==> src/rtl/mips_exc_pkg.sv <==
// mips_exc_pkg
// Shared definitions for address-exception checking:
//   - ExcCode values for load/store address errors
//   - exception-bus layout (valid bit index for the default width)
//   - access-size encodings and a word-size helper
//   - default address-map constants (DM window, device window, read-only word)
package mips_exc_pkg;

    localparam int          EXC_W_DEF       = 6;
    localparam int          EXC_VLD_BIT_DEF = EXC_W_DEF - 1;

    localparam logic [4:0]  EXC_ADEL = 5'd4;
    localparam logic [4:0]  EXC_ADES = 5'd5;

    localparam logic [1:0]  SIZE_BYTE = 2'd0;
    localparam logic [1:0]  SIZE_HALF = 2'd1;
    localparam logic [1:0]  SIZE_WORD = 2'd2;

    localparam logic [31:0] DM_LIMIT_DEF    = 32'h0000_1FFF;
    localparam logic [31:0] DEV_BASE_DEF    = 32'h0000_7F00;
    localparam logic [31:0] DEV_LIMIT_DEF   = 32'h0000_7F47;
    localparam int          DEV_RO_WORD_DEF = 2;

    // Encoding 3 is illegal and behaves as a word access.
    function automatic logic is_word(input logic [1:0] size);
        return size[1];
    endfunction

endpackage

==> src/rtl/addr_map_check.sv <==
// addr_map_check
// Purely combinational address-map legality check, reusable for fetch.
// Ports:
//   addr     in  32  byte address
//   size     in  2   0=byte, 1=half, 2/3=word
//   is_store in  1   access is a store (enables the read-only rule)
//   fault    out 1   misaligned, unmapped, sub-word device, or RO store
module addr_map_check
    import mips_exc_pkg::*;
#(
    parameter logic [31:0] DM_LIMIT    = DM_LIMIT_DEF,
    parameter logic [31:0] DEV_BASE    = DEV_BASE_DEF,
    parameter logic [31:0] DEV_LIMIT   = DEV_LIMIT_DEF,
    parameter int          DEV_RO_WORD = DEV_RO_WORD_DEF
) (
    input  logic [31:0] addr,
    input  logic [1:0]  size,
    input  logic        is_store,
    output logic        fault
);

    logic in_dm;
    logic in_dev;
    logic mis;
    logic ro_hit;
    logic [1:0] ro_word;

    assign ro_word = DEV_RO_WORD[1:0];
    assign in_dm   = (addr <= DM_LIMIT);
    assign in_dev  = (addr >= DEV_BASE) && (addr <= DEV_LIMIT);
    assign mis     = ((size == SIZE_HALF) && addr[0]) ||
                     (is_word(size) && (addr[1:0] != 2'b00));
    assign ro_hit  = is_store && in_dev && (addr[3:2] == ro_word);

    // Devices only accept full-word accesses.
    assign fault = mis || !(in_dm || in_dev) || (in_dev && !is_word(size)) || ro_hit;

endmodule

==> src/rtl/mem_addr_exc_stage.sv <==
// mem_addr_exc_stage
// Registered E->M stage that flags load/store address errors (AdEL/AdES),
// gates memory enables on any pending exception, captures BadVAddr with an
// ack handshake and keeps a saturating fault counter.
// Ports:
//   clk, reset               clock, synchronous active-high reset
//   stall, flush             hold M registers / insert bubble into M
//   valid_e, is_load_e, is_store_e, size_e, addr_e, exc_e   E-side access
//   exc_m, addr_m, mem_we_m, mem_re_m                        M-side outputs
//   badv_valid, badvaddr, badv_ack                           BadVAddr to CP0
//   fault_cnt                                                fault counter
module mem_addr_exc_stage
    import mips_exc_pkg::*;
#(
    parameter int          EXC_W       = EXC_W_DEF,
    parameter logic [31:0] DM_LIMIT    = DM_LIMIT_DEF,
    parameter logic [31:0] DEV_BASE    = DEV_BASE_DEF,
    parameter logic [31:0] DEV_LIMIT   = DEV_LIMIT_DEF,
    parameter int          DEV_RO_WORD = DEV_RO_WORD_DEF,
    parameter int          FCNT_W      = 16
) (
    input  logic              clk,
    input  logic              reset,
    input  logic              stall,
    input  logic              flush,
    input  logic              valid_e,
    input  logic              is_load_e,
    input  logic              is_store_e,
    input  logic [1:0]        size_e,
    input  logic [31:0]       addr_e,
    input  logic [EXC_W-1:0]  exc_e,
    output logic [EXC_W-1:0]  exc_m,
    output logic [31:0]       addr_m,
    output logic              mem_we_m,
    output logic              mem_re_m,
    output logic              badv_valid,
    output logic [31:0]       badvaddr,
    input  logic              badv_ack,
    output logic [FCNT_W-1:0] fault_cnt
);

    logic             fault;
    logic             fault_hit;
    logic             new_fault;
    logic [EXC_W-1:0] exc_next;

    addr_map_check #(
        .DM_LIMIT    (DM_LIMIT),
        .DEV_BASE    (DEV_BASE),
        .DEV_LIMIT   (DEV_LIMIT),
        .DEV_RO_WORD (DEV_RO_WORD)
    ) u_check (
        .addr     (addr_e),
        .size     (size_e),
        .is_store (is_store_e),
        .fault    (fault)
    );

    // An earlier-stage exception wins and suppresses the address check.
    // A malformed load+store request takes the store path.
    always_comb begin
        exc_next  = exc_e;
        fault_hit = 1'b0;
        if (!exc_e[EXC_W-1] && valid_e && fault && (is_store_e || is_load_e)) begin
            fault_hit           = 1'b1;
            exc_next            = '0;
            exc_next[EXC_W-1]   = 1'b1;
            exc_next[4:0]       = is_store_e ? EXC_ADES : EXC_ADEL;
        end
    end

    assign new_fault = fault_hit && !flush && !stall;

    always_ff @(posedge clk) begin
        if (reset) begin
            exc_m      <= '0;
            addr_m     <= '0;
            mem_we_m   <= 1'b0;
            mem_re_m   <= 1'b0;
            badv_valid <= 1'b0;
            badvaddr   <= '0;
            fault_cnt  <= '0;
        end else begin
            if (flush) begin
                exc_m    <= '0;
                addr_m   <= '0;
                mem_we_m <= 1'b0;
                mem_re_m <= 1'b0;
            end else if (!stall) begin
                exc_m    <= exc_next;
                addr_m   <= addr_e;
                mem_we_m <= valid_e && is_store_e && !exc_next[EXC_W-1];
                mem_re_m <= valid_e && is_load_e && !is_store_e && !exc_next[EXC_W-1];
            end

            // An unacknowledged address is never overwritten; an ack in the
            // same cycle as a new fault hands the slot straight to the new one.
            if (new_fault && (!badv_valid || badv_ack)) begin
                badvaddr   <= addr_e;
                badv_valid <= 1'b1;
            end else if (badv_ack) begin
                badv_valid <= 1'b0;
            end

            if (new_fault && (fault_cnt != '1))
                fault_cnt <= fault_cnt + 1'b1;
        end
    end

endmodule

==> config.mk <==
export PLATFORM = sky130hd
export DESIGN_NAME = mem_addr_exc_stage
export DESIGN_NICKNAME = d
export VERILOG_FILES = /design/src/rtl/mips_exc_pkg.sv /design/src/rtl/addr_map_check.sv /design/src/rtl/mem_addr_exc_stage.sv
export SDC_FILE = /design/constraint.sdc
export NUM_CORES = 1
export LEC_CHECK = 0
export ABC_CLOCK_PERIOD_IN_PS = 3800
export BUFFER_PORTS_ARGS = -buffer_cell sky130_fd_sc_hd__buf_2
export CORE_AREA = 10 10 95 97
export CTS_CLUSTER_DIAMETER = 150
export DETAILED_ROUTE_END_ITERATION = 6
export DIE_AREA = 0 0 105 107
export HOLD_SLACK_MARGIN = 0.03
export PLACE_DENSITY = 0.82
export SETUP_SLACK_MARGIN = 0.4
export SYNTH_ARGS = -nofsm -noshare
export SYNTH_HDL_FRONTEND = slang
export SYNTH_SLANG_ARGS = --single-unit
==> constraint.sdc <==
create_clock -name clk -period 3.8 [get_ports clk]
set_input_delay 0.76 -clock clk [delete_from_list [all_inputs] [get_ports clk]]
set_output_delay 0.76 -clock clk [all_outputs]
set_load 0.02 [all_outputs]
=== Word level (Yosys, flattened, before mapping) ===
Index checks and enable logic that the tools add are counted.

* Register bits after elaboration: 89
* Bits in latches: 0
* RAM bits: 0
* Memory bits (read-only): 0
* Input bits: 48
* Output and inout port bits: 89
* Memories kept: 0

* $add $sub $neg: 1
* Multipliers: 0
* Divide/modulo/power cells: 0
* $lt $le $gt $ge: 3
* Eq/ne operators: 3
* Shift-type cells: 0
* Muxes and demuxes: 5
* Bitwise logic cells: 0
* Reduce and logical (&&, ||, !) cells: 36

{| class="wikitable"
|+ Operators with widths
! cell !! number
|-
| $ge 32x15->1 const B || 1
|-
| $le 32x13->1 const B || 1
|-
| $le 32x15->1 const B || 1
|-
| $logic_and 1x1->1 || 18
|-
| $add 16x1->16 const B || 1
|-
| $ne 16x16->1 const B || 1
|-
| $logic_not 1->1 || 8
|-
| $logic_or 1x1->1 || 7
|-
| $mux 6 || 1
|-
| $mux 1 || 4
|-
| $reduce_bool 2->1 || 2
|-
| $eq 2x1->1 const B || 1
|-
| $eq 2x2->1 const B || 1
|-
| $reduce_or 2->1 || 1
|}

=== Logic depth before layout (Yosys ltp) ===
* Depth after elaboration: 14
* Mapped depth: 8
* Depth with buffers taken out: 6

=== Cells and area by module ===
Synthesis repeated with hierarchy kept, for this count alone.

* Cells, all modules: 400
* Area total of the unflattened synthesis: 3580.9 µm²

{| class="wikitable"
|+ By module, submodules not included
! module !! instances !! cells each !! area each (µm²) !! sequential area each (µm²)
|-
| mem_addr_exc_stage || 1 || 383 || 3469.6 || 1781.7
|-
| addr_map_check || 1 || 17 || 111.4 || 0.0
|}

=== Worst setup path before layout ===
OpenSTA, ideal clock, no wires.

* Kind: input -> register
* From: input port addr_e[26]
* To: register fault_cnt[10]
* Library setup time: 0.123 ns
* Data arrival time: 2.348 ns
* Setup slack: 1.329 ns
* Stages on the path: 6
* Cell sequence: or4_1 a221o_1 o21bai_2 nand2_1 and4b_1 mux2_1

* Cells in the longest elaborated chain, start to end: 13
* Elaborated cells between the ends (all ways): 18

{| class="wikitable"
|+ RTL lines
! what !! RTL line !! source
|-
| start: declaration || mem_addr_exc_stage.sv:30 || <nowiki>input logic [31:0] addr_e,</nowiki>
|-
| $ge 32x15->1 or $le 32x15->1 (tied branches) || addr_map_check.sv:30 || <nowiki>assign in_dev = (addr >= DEV_BASE) && (addr <= DEV_LIMIT);</nowiki>
|-
| $logic_and 1x1->1 || addr_map_check.sv:30 ||
|-
| $logic_or 1x1->1 || addr_map_check.sv:36 || <nowiki>assign fault = mis || !(in_dm || in_dev) || (in_dev && !is_word(size)) || ro_hit;</nowiki>
|-
| $logic_not 1->1 || addr_map_check.sv:36 ||
|-
| $logic_or 1x1->1 (2 in a row) || addr_map_check.sv:36 ||
|-
| $logic_or 1x1->1 * || addr_map_check.sv:36 ||
|-
| $logic_and 1x1->1 * (2 in a row) || mem_addr_exc_stage.sv:64 || <nowiki>if (!exc_e[EXC_W-1] && valid_e && fault && (is_store_e || is_load_e)) begin</nowiki>
|-
| $mux 1 * || mem_addr_exc_stage.sv:64 ||
|-
| $logic_and 1x1->1 * (2 in a row) || mem_addr_exc_stage.sv:72 || <nowiki>assign new_fault = fault_hit && !flush && !stall;</nowiki>
|-
| $logic_and 1x1->1 * || mem_addr_exc_stage.sv:105 || <nowiki>if (new_fault && (fault_cnt != '1))</nowiki>
|-
| end signal: assignment || mem_addr_exc_stage.sv:106 || <nowiki>fault_cnt <= fault_cnt + 1'b1;</nowiki>
|-
| end: declaration || mem_addr_exc_stage.sv:39 || <nowiki>output logic [FCNT_W-1:0] fault_cnt</nowiki>
|}

Every way passes the cells marked *; elsewhere a longest branch is shown, timed or not.
A chain may end at the register's enable or synchronous reset.

=== Worst setup path in the final report ===
* From: input port exc_e[5]
* To: register badvaddr[25]

* Cells in the longest elaborated chain, start to end: 8

{| class="wikitable"
|+ RTL lines
! what !! RTL line !! source
|-
| start: declaration || mem_addr_exc_stage.sv:31 || <nowiki>input logic [EXC_W-1:0] exc_e,</nowiki>
|-
| $logic_not 1->1 || mem_addr_exc_stage.sv:64 ||
|-
| $logic_and 1x1->1 (3 in a row) || mem_addr_exc_stage.sv:64 ||
|-
| $mux 1 || mem_addr_exc_stage.sv:64 ||
|-
| $logic_and 1x1->1 (2 in a row) || mem_addr_exc_stage.sv:72 ||
|-
| $logic_and 1x1->1 || mem_addr_exc_stage.sv:98 || <nowiki>if (new_fault && (!badv_valid || badv_ack)) begin</nowiki>
|-
| end signal: assignment || mem_addr_exc_stage.sv:99 || <nowiki>badvaddr <= addr_e;</nowiki>
|-
| end: declaration || mem_addr_exc_stage.sv:37 || <nowiki>output logic [31:0] badvaddr,</nowiki>
|}

Every way passes these cells.

==> key figures <==
GRT
  • GR Overflow Total: 0
  • Grt met3 use: around 5.4%
  • GR peak layer: met2
  • Initial antenna violation count: 1
  • First-pass GRT wire length: 16.7 mm
  • GR Util met1: approximately a fifth
  • Vias in the first global route: around 3300
  • Largest net degree at the start of global routing: 54
  • Met2 Resource Use GR: between 30% and 40%
  • Overall Global Routing Usage: between 10% and 20%

Place
  • Port Buffer Count: 136
  • Final RePlAce weighted congestion: between 0.8 and 0.9
  • DP HPWL: 7.92 mm

STA
  • Worst-Margin Slew: 828 ps
  • Unrepaired setup endpoints after global routing: false
  • Setup violators final: 0
  • Max_slew headroom: between 40 and 50%
  • Final period utilization: about two thirds
  • Final Skew: ~12 ps
  • Fmax: just under 400 MHz
  • Fin crit period: 2590 ps
  • Final hold vios: 0
  • Setup TNS: 0 ps
  • Fin Hold WS: about 470 ps
  • Max Slew Vio Count: 0

Final layout
  • Area growth syn-to-layout: 25.7%
  • # fillers: between 600 and 700
  • Area of the multi-input gates: 0.00170 mm²
  • Sequential Area: ~0.0018 mm²
  • Nets@finish: 552
  • Layout cells sized above 1: approximately 32%
  • # diodes: 0
  • Fin util: 63.5%

Yosys
  • Most common cell in the synthesized netlist: dfxtp_1
  • Synth top area share: roughly half
  • Mean post-synth cell area: ~9.6 µm²
  • Post-Synthesis Cell Area: approximately 0.0036 mm²
  • Synth area leaders: dfxtp_1 (49%), mux2i_1 (18%), nor2_1 (7.8%)
  • Synth area leader: dfxtp_1
  • Asr flop ratio synth: 0%
  • Synth unique cells: 41
  • Post-synth top cells: dfxtp_1 (89), nor2_1 (75), mux2i_1 (64)
  • Gate Count Post-Synth: ~380
  • Sequential area share after synthesis: just under 50%
  • Ys Warns: 0
  • Yosys reg bits: roughly 90
  • Ys flop type: dfxtp_1
  • Post-synth EDFFs: 0
  • Mapped Nets: 425

Setup path
  • Biggest cell delay along the critical path: roughly 450 ps
  • Critical path endpoint category: flop
  • Worst Setup Start Kind: input pin
  • Slowest CP cell: a21oi_4
  • CP Data Required Time: ~4000 ps
  • CP Cell Sequence: buf_2 -> nor2b_1 -> o21ai_0 -> a211o_1 -> a21oi_4 -> buf_4 -> mux2i_1 -> nor2_1
  • Reg2Reg Setup Slack: 1560 ps
  • Critical path data arrival time: between 2000 and 3000 ps
  • Critical Path Fanout Max: 21
  • Crit path kind: in2reg

Floorplan
  • DIE WIDTH: 105 µm
  • Die height: 107 µm
  • Ports: about 140
  • Core area: 0.00714 mm²
  • Rows: 31
  • Die Area: around 0.011 mm²
  • Starting Density: just over 50%

Clock network
  • Root Buffer: clkbuf_8
  • CTS Hold Bufs: 0
  • Post-CTS Setup Inserts: 0
  • CTS buffer count: 9
  • Reg clk slew, reported paths: 100 ps
  • Sink Count: 89
  • H-tree depth: 3
  • CTS tree: built
  • Post-CTS sizing: 0
  • Latest clock arrival within the worst-skew pair: 360 ps
  • CTS Buffer Depth: 2

Drt
  • Final wirelength: ~11 mm
  • Avg Vias per Cell: 5.36
  • DRT Pass-1 Iters: 4
  • Post-route DRC: 0
  • Routed len/inst: 17.6 µm
  • DR iter-0 viols: between 150 and 200
  • Post-DRT Antenna Nets: 0
  • Vias after detailed routing: 3254

Power and ir drop
  • Pwr dens: about 400 mW/mm²
  • Max VDD drop: about 350 µV
  • Leak Pwr: 0.00207 µW

Job
  • Max capacitance violation total: 0

Min path
  • Min-delay worst type: reg2reg

Outcome
  • Run status: complete, no violations
-- path summary, 6_finish.rpt --
path                start            to  depth (start not counted)
max              exc_e[5]  badvaddr[25]                          8
min              mem_re_m      mem_re_m                          2
max reg2reg  fault_cnt[0]  fault_cnt[8]                          6
min reg2reg      mem_re_m      mem_re_m                          2
-- cell families after synthesis --
kind of cell    count (synthesis)  share of synthesized area [%]
flops                          89                           49.4
fa+ha+maj                       1                          0.347
compound gates                 45                           8.33
simple gates                  146                           19.6
mux                            67                           18.7
buf+inv                        28                           3.64
-- layout by cell type (no fill, tap or decap), drive strengths merged, types with 3 or more instances in the layout --
cell type / instances
nand4: 6
clkinv: 3
o31ai: 8
nor2b: 4
inv: 7
a21oi: 20
o21bai: 4
nand4b: 3
or2: 3
mux2: 3
o21ai: 5
nand3: 13
or4: 8
nand2: 12
nor3: 3
buf: 140
nor2: 75
clkbuf: 9
or3: 3
mux2i: 64
nor4: 7
dfxtp: 89
-- sequential cells by signal (all words and copies together) (netlist names) --
register,flops
fault_cnt,16
addr_m,32
exc_m,6
mem_re_m,1
mem_we_m,1
badv_valid,1
badvaddr,32
-- report_power, final --
group	leakage [µW]	internal, µW	switching (µW)
sequential	0.000722	957	13.2
clock	0.0000966	257	374
combinational	0.00125	76.9	134
-- worst max-delay path, delay by kind of cell --
family / cells / cell delay, ps
buffers and inverters: 2 / 530
AOI/OAI and AO/OA: 3 / 1010
muxes: 1 / 270
and+or+nand+nor: 2 / 230
-- layout make-up --
type                            count  area share (%)
Multi-Input combinational cell    259            37.6
Tap cell                           99            2.73
Timing Repair Buffer              140            15.7
Inverter                            4           0.331
Clock inverter                      7            1.60
Clock buffer                        9            2.73
Sequential cell                    89            39.3
-- routing by layer --
metal	share of wire [%]	vias to the layer above	routed length, µm
met3	6.9	13	732
met5	0	-	0
li1	-	1586	-
met4	1.5	0	157
met1	42	1555	4480
met2	50	100	5290
-- stage by stage --
stage	total power [µW]	setup WS, ps	cell area [µm²]	cells
floorplan	1120	1330	3610	376
global placement	1200	879	4340	591
detailed placement	1200	872	4340	591
CTS	1830	1240	4530	607
global route	1890	1080	4530	607
finish	1810	1210	4530	607
No activity file was read; power rests on OpenSTA's default activity.
